**src/rtl/lcd_pkg.sv**
```systemverilog
// Shared constants, opcode masks and address helpers for the HD44780-style bus monitor.
package lcd_pkg;

  localparam logic [7:0] SETDDRAM_MASK = 8'h80, SETDDRAM_VAL = 8'h80;
  localparam logic [7:0] FUNCSET_MASK  = 8'hE0, FUNCSET_VAL  = 8'h20;
  localparam logic [7:0] DISPCTL_MASK  = 8'hF8, DISPCTL_VAL  = 8'h08;
  localparam logic [7:0] ENTRY_MASK    = 8'hFC, ENTRY_VAL    = 8'h04;
  localparam logic [7:0] HOME_MASK     = 8'hFE, HOME_VAL     = 8'h02;
  localparam logic [7:0] CLEAR_MASK    = 8'hFF, CLEAR_VAL    = 8'h01;
  localparam int unsigned FUNCSET_DL_BIT = 4;

  localparam logic [6:0] VIS0_LO = 7'h00, VIS0_HI = 7'h0F;
  localparam logic [6:0] VIS1_LO = 7'h40, VIS1_HI = 7'h4F;
  localparam logic [6:0] WRAP0   = 7'h27, WRAP1   = 7'h67;

  localparam logic [7:0]  BLANK_CHAR   = 8'h20;
  localparam int unsigned LINE_LEN     = 16;
  localparam int unsigned SHADOW_DEPTH = 2 * LINE_LEN;

  typedef enum logic {PH_HIGH, PH_LOW} nib_phase_t;

  function automatic logic is_cmd(input logic [7:0] b, input logic [7:0] mask,
                                  input logic [7:0] val);
    return (b & mask) == val;
  endfunction

  function automatic logic is_visible(input logic [6:0] a);
    return (a >= VIS0_LO && a <= VIS0_HI) || (a >= VIS1_LO && a <= VIS1_HI);
  endfunction

  function automatic logic [4:0] shadow_index(input logic [6:0] a);
    return {a[6], a[3:0]};
  endfunction

  // DDRAM counter only spans 0x00-0x27 and 0x40-0x67, wrapping between the two lines
  function automatic logic [6:0] next_addr(input logic [6:0] a, input logic inc);
    if (inc) begin
      if (a == WRAP0) return VIS1_LO;
      if (a == WRAP1) return VIS0_LO;
      return a + 7'd1;
    end
    if (a == VIS1_LO) return WRAP0;
    if (a == VIS0_LO) return WRAP1;
    return a - 7'd1;
  endfunction

endpackage

```
**src/rtl/lcd_bus_monitor_if.sv**
```systemverilog
// LCD pin bundle: the controller drives it (master), the monitor only observes (slave).
interface lcd_bus_monitor_if;
  logic       lcd_en;
  logic       lcd_rs;
  logic       lcd_rw;
  logic [3:0] lcd_data;

  modport master (output lcd_en, lcd_rs, lcd_rw, lcd_data);
  modport slave  (input  lcd_en, lcd_rs, lcd_rw, lcd_data);
endinterface

```
**src/rtl/lcd_bus_sync.sv**
```systemverilog
// Synchronizer and lcd_en falling-edge detector; hold check built with LCD_BUS_MONITOR_HOLD_CHECK_EN.
module lcd_bus_sync #(
  parameter int unsigned SYNC_STAGES = 2
) (
  input  logic       clk,
  input  logic       reset_n,
  input  logic       en_in,
  input  logic       rs_in,
  input  logic       rw_in,
  input  logic [3:0] data_in,
  output logic       strobe,
  output logic       rs,
  output logic       rw,
  output logic [3:0] nib
`ifdef LCD_BUS_MONITOR_HOLD_CHECK_EN
  , output logic     hold_viol
`endif
);

  logic [SYNC_STAGES-1:0] en_sr, rs_sr, rw_sr;
  logic [3:0]             data_sr [SYNC_STAGES];
  logic                   en_last, rs_last, rw_last;
  logic [3:0]             data_last;

  // *_last holds the sample that accompanied the final en=1, so bus fields line up with the fall
  always_ff @(posedge clk or negedge reset_n) begin
    if (!reset_n) begin
      en_sr     <= '0;
      rs_sr     <= '0;
      rw_sr     <= '0;
      for (int unsigned i = 0; i < SYNC_STAGES; i++) data_sr[i] <= '0;
      en_last   <= 1'b0;
      rs_last   <= 1'b0;
      rw_last   <= 1'b0;
      data_last <= '0;
      strobe    <= 1'b0;
      rs        <= 1'b0;
      rw        <= 1'b0;
      nib       <= '0;
    end else begin
      en_sr      <= {en_sr[SYNC_STAGES-2:0], en_in};
      rs_sr      <= {rs_sr[SYNC_STAGES-2:0], rs_in};
      rw_sr      <= {rw_sr[SYNC_STAGES-2:0], rw_in};
      data_sr[0] <= data_in;
      for (int unsigned i = 1; i < SYNC_STAGES; i++) data_sr[i] <= data_sr[i-1];
      en_last    <= en_sr[SYNC_STAGES-1];
      rs_last    <= rs_sr[SYNC_STAGES-1];
      rw_last    <= rw_sr[SYNC_STAGES-1];
      data_last  <= data_sr[SYNC_STAGES-1];
      strobe     <= en_last & ~en_sr[SYNC_STAGES-1];
      rs         <= rs_last;
      rw         <= rw_last;
      nib        <= data_last;
    end
  end

`ifdef LCD_BUS_MONITOR_HOLD_CHECK_EN
  always_ff @(posedge clk or negedge reset_n) begin
    if (!reset_n) hold_viol <= 1'b0;
    else hold_viol <= en_sr[SYNC_STAGES-1] & en_last &
                      ((data_sr[SYNC_STAGES-1] != data_last) | (rs_sr[SYNC_STAGES-1] != rs_last));
  end
`endif

endmodule

```
**src/rtl/lcd_bus_monitor.sv**
```systemverilog
// Passive HD44780 4-bit bus monitor with a 2x16 DDRAM shadow.
// Optional hold/rs-consistency checking: define LCD_BUS_MONITOR_HOLD_CHECK_EN.
module lcd_bus_monitor
  import lcd_pkg::*;
#(
  parameter int unsigned SYNC_STAGES = 2
) (
  input  logic               clk,
  input  logic               reset_n,
  lcd_bus_monitor_if.slave   lcd,
  output logic               byte_valid,
  output logic [7:0]         byte_data,
  output logic               byte_is_cmd,
  input  logic [4:0]         rd_addr,
  output logic [7:0]         rd_char,
  output logic [6:0]         cursor_addr,
  output logic               mode_4bit,
  output logic               display_on,
  output logic               busy,
  output logic [2:0]         err
);

  logic       strobe, s_rs, s_rw;
  logic [3:0] s_nib;
  nib_phase_t phase_q, phase_d;
  logic       mode_d, latch_hi, form_valid, form_rs, entry_inc;
  logic [3:0] hi_nib;
  logic [7:0] form_byte, pend_byte, exec_byte, wr_data;
  logic       pend_full, pend_rs, pend_fire, form_now, to_pend, drop;
  logic       fill_start_q, fill_active, exec_v, exec_rs, wr_en;
  logic [4:0] fill_idx, wr_idx;
  logic [1:0] err_q;
  logic [7:0] shadow [SHADOW_DEPTH];
`ifdef LCD_BUS_MONITOR_HOLD_CHECK_EN
  logic       hold_viol, hi_rs, mix, err2_q;
`endif

  lcd_bus_sync #(.SYNC_STAGES(SYNC_STAGES)) u_sync (
    .clk     (clk),
    .reset_n (reset_n),
    .en_in   (lcd.lcd_en),
    .rs_in   (lcd.lcd_rs),
    .rw_in   (lcd.lcd_rw),
    .data_in (lcd.lcd_data),
    .strobe  (strobe),
    .rs      (s_rs),
    .rw      (s_rw),
    .nib     (s_nib)
`ifdef LCD_BUS_MONITOR_HOLD_CHECK_EN
    , .hold_viol (hold_viol)
`endif
  );

  always_ff @(posedge clk or negedge reset_n) begin
    if (!reset_n) phase_q <= PH_HIGH;
    else          phase_q <= phase_d;
  end

  always_comb begin
    phase_d    = phase_q;
    mode_d     = mode_4bit;
    latch_hi   = 1'b0;
    form_valid = 1'b0;
    form_rs    = s_rs;
    form_byte  = '0;
`ifdef LCD_BUS_MONITOR_HOLD_CHECK_EN
    mix        = 1'b0;
`endif
    if (strobe && !s_rw) begin
      if (!mode_4bit) begin
        form_valid = 1'b1;
        form_byte  = {s_nib, 4'h0};
        if (!s_rs && is_cmd(form_byte, FUNCSET_MASK, FUNCSET_VAL) && !form_byte[FUNCSET_DL_BIT]) begin
          mode_d  = 1'b1;
          phase_d = PH_HIGH;
        end
      end else begin
        case (phase_q)
          PH_HIGH: begin
            latch_hi = 1'b1;
            phase_d  = PH_LOW;
          end
          default: begin
            form_valid = 1'b1;
            form_byte  = {hi_nib, s_nib};
            phase_d    = PH_HIGH;
`ifdef LCD_BUS_MONITOR_HOLD_CHECK_EN
            mix        = hi_rs != s_rs;
`endif
            if (!s_rs && is_cmd(form_byte, FUNCSET_MASK, FUNCSET_VAL) && form_byte[FUNCSET_DL_BIT])
              mode_d = 1'b0;
          end
        endcase
      end
    end
  end

  // Mode/phase track the bus immediately; only command/data execution waits behind the fill
  always_comb begin
    fill_active = busy | fill_start_q;
    pend_fire   = pend_full & ~fill_active;
    form_now    = form_valid & ~fill_active & ~pend_full;
    to_pend     = form_valid & ~form_now & (~pend_full | pend_fire);
    drop        = form_valid & pend_full & ~pend_fire;
    exec_v      = pend_fire | form_now;
    exec_byte   = pend_fire ? pend_byte : form_byte;
    exec_rs     = pend_fire ? pend_rs : form_rs;
    wr_en       = busy | (exec_v & exec_rs & is_visible(cursor_addr));
    wr_idx      = busy ? fill_idx : shadow_index(cursor_addr);
    wr_data     = busy ? BLANK_CHAR : exec_byte;
  end

  always_ff @(posedge clk or negedge reset_n) begin
    if (!reset_n) begin
      byte_valid   <= 1'b0;
      byte_data    <= '0;
      byte_is_cmd  <= 1'b0;
      mode_4bit    <= 1'b0;
      hi_nib       <= '0;
      pend_full    <= 1'b0;
      pend_rs      <= 1'b0;
      pend_byte    <= '0;
      fill_start_q <= 1'b1;
      fill_idx     <= '0;
      busy         <= 1'b0;
      cursor_addr  <= '0;
      display_on   <= 1'b0;
      entry_inc    <= 1'b1;
      err_q        <= '0;
    end else begin
      byte_valid <= form_valid;
      if (form_valid) begin
        byte_data   <= form_byte;
        byte_is_cmd <= ~form_rs;
      end
      mode_4bit <= mode_d;
      if (latch_hi) hi_nib <= s_nib;
      if (strobe && s_rw) err_q[0] <= 1'b1;
      if (drop) err_q[1] <= 1'b1;

      if (to_pend) begin
        pend_full <= 1'b1;
        pend_byte <= form_byte;
        pend_rs   <= form_rs;
      end else if (pend_fire) begin
        pend_full <= 1'b0;
      end

      if (fill_start_q) begin
        fill_start_q <= 1'b0;
        busy         <= 1'b1;
        fill_idx     <= '0;
      end else if (busy) begin
        fill_idx <= fill_idx + 5'd1;
        if (fill_idx == 5'(SHADOW_DEPTH - 1)) busy <= 1'b0;
      end else if (exec_v && !exec_rs && is_cmd(exec_byte, CLEAR_MASK, CLEAR_VAL)) begin
        busy     <= 1'b1;
        fill_idx <= '0;
      end

      if (exec_v) begin
        if (exec_rs) cursor_addr <= next_addr(cursor_addr, entry_inc);
        else if (is_cmd(exec_byte, SETDDRAM_MASK, SETDDRAM_VAL)) cursor_addr <= exec_byte[6:0];
        else if (is_cmd(exec_byte, DISPCTL_MASK, DISPCTL_VAL)) display_on <= exec_byte[2];
        else if (is_cmd(exec_byte, ENTRY_MASK, ENTRY_VAL)) entry_inc <= exec_byte[1];
        else if (is_cmd(exec_byte, HOME_MASK, HOME_VAL)) cursor_addr <= '0;
        else if (is_cmd(exec_byte, CLEAR_MASK, CLEAR_VAL)) begin
          cursor_addr <= '0;
          entry_inc   <= 1'b1;
        end
      end
    end
  end

`ifdef LCD_BUS_MONITOR_HOLD_CHECK_EN
  always_ff @(posedge clk or negedge reset_n) begin
    if (!reset_n) begin
      hi_rs  <= 1'b0;
      err2_q <= 1'b0;
    end else begin
      if (latch_hi) hi_rs <= s_rs;
      if (hold_viol || (form_valid && mix)) err2_q <= 1'b1;
    end
  end
  assign err = {err2_q, err_q};
`else
  assign err = {1'b0, err_q};
`endif

  always_ff @(posedge clk) begin
    if (wr_en) shadow[wr_idx] <= wr_data;
  end

  always_ff @(posedge clk or negedge reset_n) begin
    if (!reset_n) rd_char <= BLANK_CHAR;
    else          rd_char <= shadow[rd_addr];
  end

endmodule

```
**src/flat_wrapper.sv**
```systemverilog
// flat-port wrapper written by rule: the top's interface ports become plain ports
module lcd_bus_monitor_flat import lcd_pkg::*;
#(
  parameter int unsigned SYNC_STAGES = 2
)
  (clk, reset_n, byte_valid, byte_data, byte_is_cmd, rd_addr, rd_char, cursor_addr, mode_4bit, display_on, busy, err, lcd_lcd_en, lcd_lcd_rs, lcd_lcd_rw, lcd_lcd_data);
  lcd_bus_monitor_if lcd_i ();
  input  logic clk;
  input  logic reset_n;
  output logic byte_valid;
  output logic [7:0] byte_data;
  output logic byte_is_cmd;
  input  logic [4:0] rd_addr;
  output logic [7:0] rd_char;
  output logic [6:0] cursor_addr;
  output logic mode_4bit;
  output logic display_on;
  output logic busy;
  output logic [2:0] err;
  input wire logic [$bits(lcd_i.lcd_en)-1:0] lcd_lcd_en;
  input wire logic [$bits(lcd_i.lcd_rs)-1:0] lcd_lcd_rs;
  input wire logic [$bits(lcd_i.lcd_rw)-1:0] lcd_lcd_rw;
  input wire logic [$bits(lcd_i.lcd_data)-1:0] lcd_lcd_data;
  assign lcd_i.lcd_en = lcd_lcd_en;
  assign lcd_i.lcd_rs = lcd_lcd_rs;
  assign lcd_i.lcd_rw = lcd_lcd_rw;
  assign lcd_i.lcd_data = lcd_lcd_data;
  lcd_bus_monitor #(.SYNC_STAGES(SYNC_STAGES)) u_core (.clk(clk), .reset_n(reset_n), .lcd(lcd_i), .byte_valid(byte_valid), .byte_data(byte_data), .byte_is_cmd(byte_is_cmd), .rd_addr(rd_addr), .rd_char(rd_char), .cursor_addr(cursor_addr), .mode_4bit(mode_4bit), .display_on(display_on), .busy(busy), .err(err));
endmodule
```
**config.mk**
```make
export PLATFORM = sky130hd
export DESIGN_NAME = lcd_bus_monitor_flat
export DESIGN_NICKNAME = d
export VERILOG_FILES = /design/src/rtl/lcd_pkg.sv /design/src/rtl/lcd_bus_monitor_if.sv /design/src/rtl/lcd_bus_sync.sv /design/src/rtl/lcd_bus_monitor.sv /design/src/flat_wrapper.sv
export SDC_FILE = /design/constraint.sdc
export NUM_CORES = 1
export LEC_CHECK = 0
export ABC_CLOCK_PERIOD_IN_PS = 5500
export CAP_MARGIN = 20
export CORE_AREA = 4 4 218 220
export DETAILED_ROUTE_END_ITERATION = 12
export DIE_AREA = 0 0 222 224
export GPL_TIMING_DRIVEN = 1
export RECOVER_POWER = 100
export SETUP_SLACK_MARGIN = 0.2
export SLEW_MARGIN = 20
export SYNTH_ARGS = -nofsm -noshare
export SYNTH_HDL_FRONTEND = slang
export SYNTH_SLANG_ARGS = --single-unit
```
**constraint.sdc**
```tcl
create_clock -name clk -period 5.5 [get_ports clk]
set_clock_uncertainty 0.15 [all_clocks]
set_input_delay 1.375 -clock clk [delete_from_list [all_inputs] [get_ports clk]]
set_output_delay 1.375 -clock clk [all_outputs]
set_load 0.03 [all_outputs]
```
==> out/qor.yml <==
syn_area_um2: 13500
htreeDepth: 2
seq_area_frac_synth_pct: 71.6
hp-class: "register to register"
final.min_clock_period_ns: 4.29
synth_top_area_share_pct: 56.8
critPathTopFamily: "simple AND/OR/NAND/NOR gates"
synth_most_common_cell: "edfxtp_1"
cp_num_buf_inv: 1
fmax_mhz: 233
die_x_um: 222
area_delta_synth_final_pct: 15.8
start_util_pct: 29.9
ctsHoldBuffers: 0
cts_sinks: 336
crit_path_cell_trace: "clkbuf_1 > or3b_1 > mux2i_1 > nor2_1"
clk_pin_slew_ns: 0.06
vias: 6956
crit_type: "register to register"
synth_edf_count: 256
dieArea_um2: 49700
drv_slew: 204
fin_setup_tns_ns: 0
synth_common_cells: "256 x edfxtp_1, 80 x mux4_2, 77 x dfrtp_1, 60 x nor2_1, 27 x nand2_1"
async_flop_share_pct: 23.8
grt.total_usage_pct: 11.9
path_max_fanout: 32
cp_slowest_cell: "nor2_1"
vias_per_cell: 4.89
rows: 78
ctsResizeCount: 0
cts_root_buf: "clkbuf_16"
arrival_ns: 4.16
dp_hpwl_mm: 18.3
yosys-top-cells-area: "edfxtp_1 57%, dfrtp_1 14%, mux4_2 13%"
final_area_um2: 15700
grt_pass1_vias: 7204
yosys_warnings: 0
powerDensity_nw_per_um2: 346
syn_area_per_cell_um2: 18.2
gp_congestion: 0.785
fin_crit_sh_pct: 78.0
drc: 0
synth_cell_types: 57
drv_cap: 5
final_nets: 816
tritoncts: "yes"
die_h_um: 224
whs_ns: 0.193
place_area_um2: 14600
grt_overflow_total: 0
tightest_slew_ns: 2.17
cts_max_path_buffers: 3
irDropWorstVdd_mv: 0.219
portBuffers: 43
required_ns: 5.37
drtAntennaViolNets: 0
first_pass_iters: 5
drive_gt1_share_pct: 21.5
status: "finished, violations left"
routedWlPerCell_um: 21.0
synth-seq-cells: 336
yosysTopAreaCell: "edfxtp_1"
routed_wl_mm: 29.8
power_mw: 5.43
finalSetupViolCount: 0
synth_ff_type: "edfxtp_1"
max_stage_delay_ns: 1.56
max-slew-margin-rel_pct: -44.4
rsz0062_at_grt: "no"
cts_made_buffers: 36
startpoint_type: "register"
diodes: 0
antenna_found_initial: 0
grt_pass1_wl_mm: 45.8
syn_inst: 744
failed_checks: "max-capacitance violations, max-slew violations"
cts_setup_buffers: 0
core_um2: 45300
p_leak_nw: 5.55
grt_start_max_net_pins: 81
io_pins: 45
hold_violations: 0
drt_iter0_drc: 600
clkLatencyLatePin_ns: 0.53
endpoint_kind: "register"
==> per-stage QoR <==
stage               utilization [%]  std cells  setup slack (ns)
floorplan                         -        745              2.17
global placement               32.2       1358              1.60
detailed placement             32.3       1359              1.56
CTS                            34.8       1423              1.68
global route                   34.6       1423             0.832
finish                         34.6       1423              1.21
==> cell usage in the layout (no fill, tap or decap), types with 4 or more instances in the layout <==
| cell | n |
|---|---|
| xnor2_1 | 4 |
| nand2_1 | 27 |
| dfrtp_1 | 77 |
| nand3_1 | 14 |
| a21oi_1 | 13 |
| nor2_1 | 60 |
| o32ai_1 | 5 |
| a31oi_1 | 9 |
| dlygate4sd3_1 | 37 |
| o21ai_0 | 19 |
| edfxtp_1 | 256 |
| mux2i_1 | 6 |
| a22o_1 | 8 |
| inv_1 | 13 |
| nor3_1 | 8 |
| clkinv_2 | 5 |
| ha_1 | 5 |
| a21o_1 | 7 |
| clkbuf_16 | 37 |
| mux2_2 | 24 |
| nand2b_1 | 10 |
| o22ai_1 | 8 |
| clkbuf_1 | 16 |
| mux4_2 | 80 |
==> sequential cells by signal, indices dropped and copies added, names as in the netlist, 2 cells and up <==
register / cells
u_core.rd_char: 8
u_core.u_sync.data_sr: 8
u_core.u_sync.rs_sr: 2
u_core.cursor_addr: 7
u_core.u_sync.nib: 4
u_core.hi_nib: 4
u_core.u_sync.data_last: 4
u_core.u_sync.rw_sr: 2
u_core.u_sync.en_sr: 2
u_core.pend_byte: 8
u_core.shadow: 256
u_core.err_q: 2
u_core.byte_data: 8
u_core.fill_idx: 5
==> layout make-up <==
type / count / area (um^2)
clock buffer: 48 / 987
clock inverter: 16 / 171
fill: 4277 / 29600
inverter: 13 / 48.8
multi-input combinational: 356 / 3550
sequential: 336 / 9690
tap: 600 / 751
timing repair buffer: 54 / 484
==> cells by family (layout without fill, tap and decap cells) <==
family | Yosys count | after routing | synth area share [%]
AOI/OAI and AO/OA | 87 | 87 | 4.33
xor gates and xnor gates | 6 | 6 | 0.388
adders and majority gates | 5 | 5 | 0.462
buffers and inverters | 53 | 131 | 1.99
DFF | 336 | 336 | 71.6
muxes | 112 | 112 | 16.1
other | 1 | 2 | 0.0277
and+or+nand+nor | 144 | 144 | 5.11
==> power breakdown <==
part / total, mW / internal (mW) / switching, mW / leakage (nW)
Clock: 2.36 / 1.37 / 0.988 / 0.566
Sequential: 2.81 / 2.77 / 0.0447 / 3.58
Combinational: 0.254 / 0.106 / 0.147 / 1.41
Total: 5.43 / 4.25 / 1.18 / 5.55
==> per-layer routing <==
layer | track usage (%) | up-vias | routed length (um)
met3 | 2.54 | 35 | 1820
li1 | - | 3056 | -
met1 | 16.8 | 3663 | 13500
met5 | 0 | - | 0
met4 | 2.60 | 0 | 479
met2 | 19.2 | 202 | 14000
==> final timing paths <==
path                                                 start                    end  slack, ns  depth (start not counted)
worst max register to register                 u_core.busy   u_core.shadow[17][4]       1.21                          4
worst min register to register  u_core.u_sync.data_last[2]   u_core.u_sync.nib[2]       0.19                          0
min in group asynchronous                          reset_n  u_core.cursor_addr[4]       1.29                          1
max in group asynchronous                          reset_n      u_core.rd_char[4]       2.58                          1
worst max-delay path                           u_core.busy   u_core.shadow[17][4]       1.21                          4
worst min-delay path            u_core.u_sync.data_last[2]   u_core.u_sync.nib[2]       0.19                          0
Note: power is estimated with default switching activity, not from simulation.
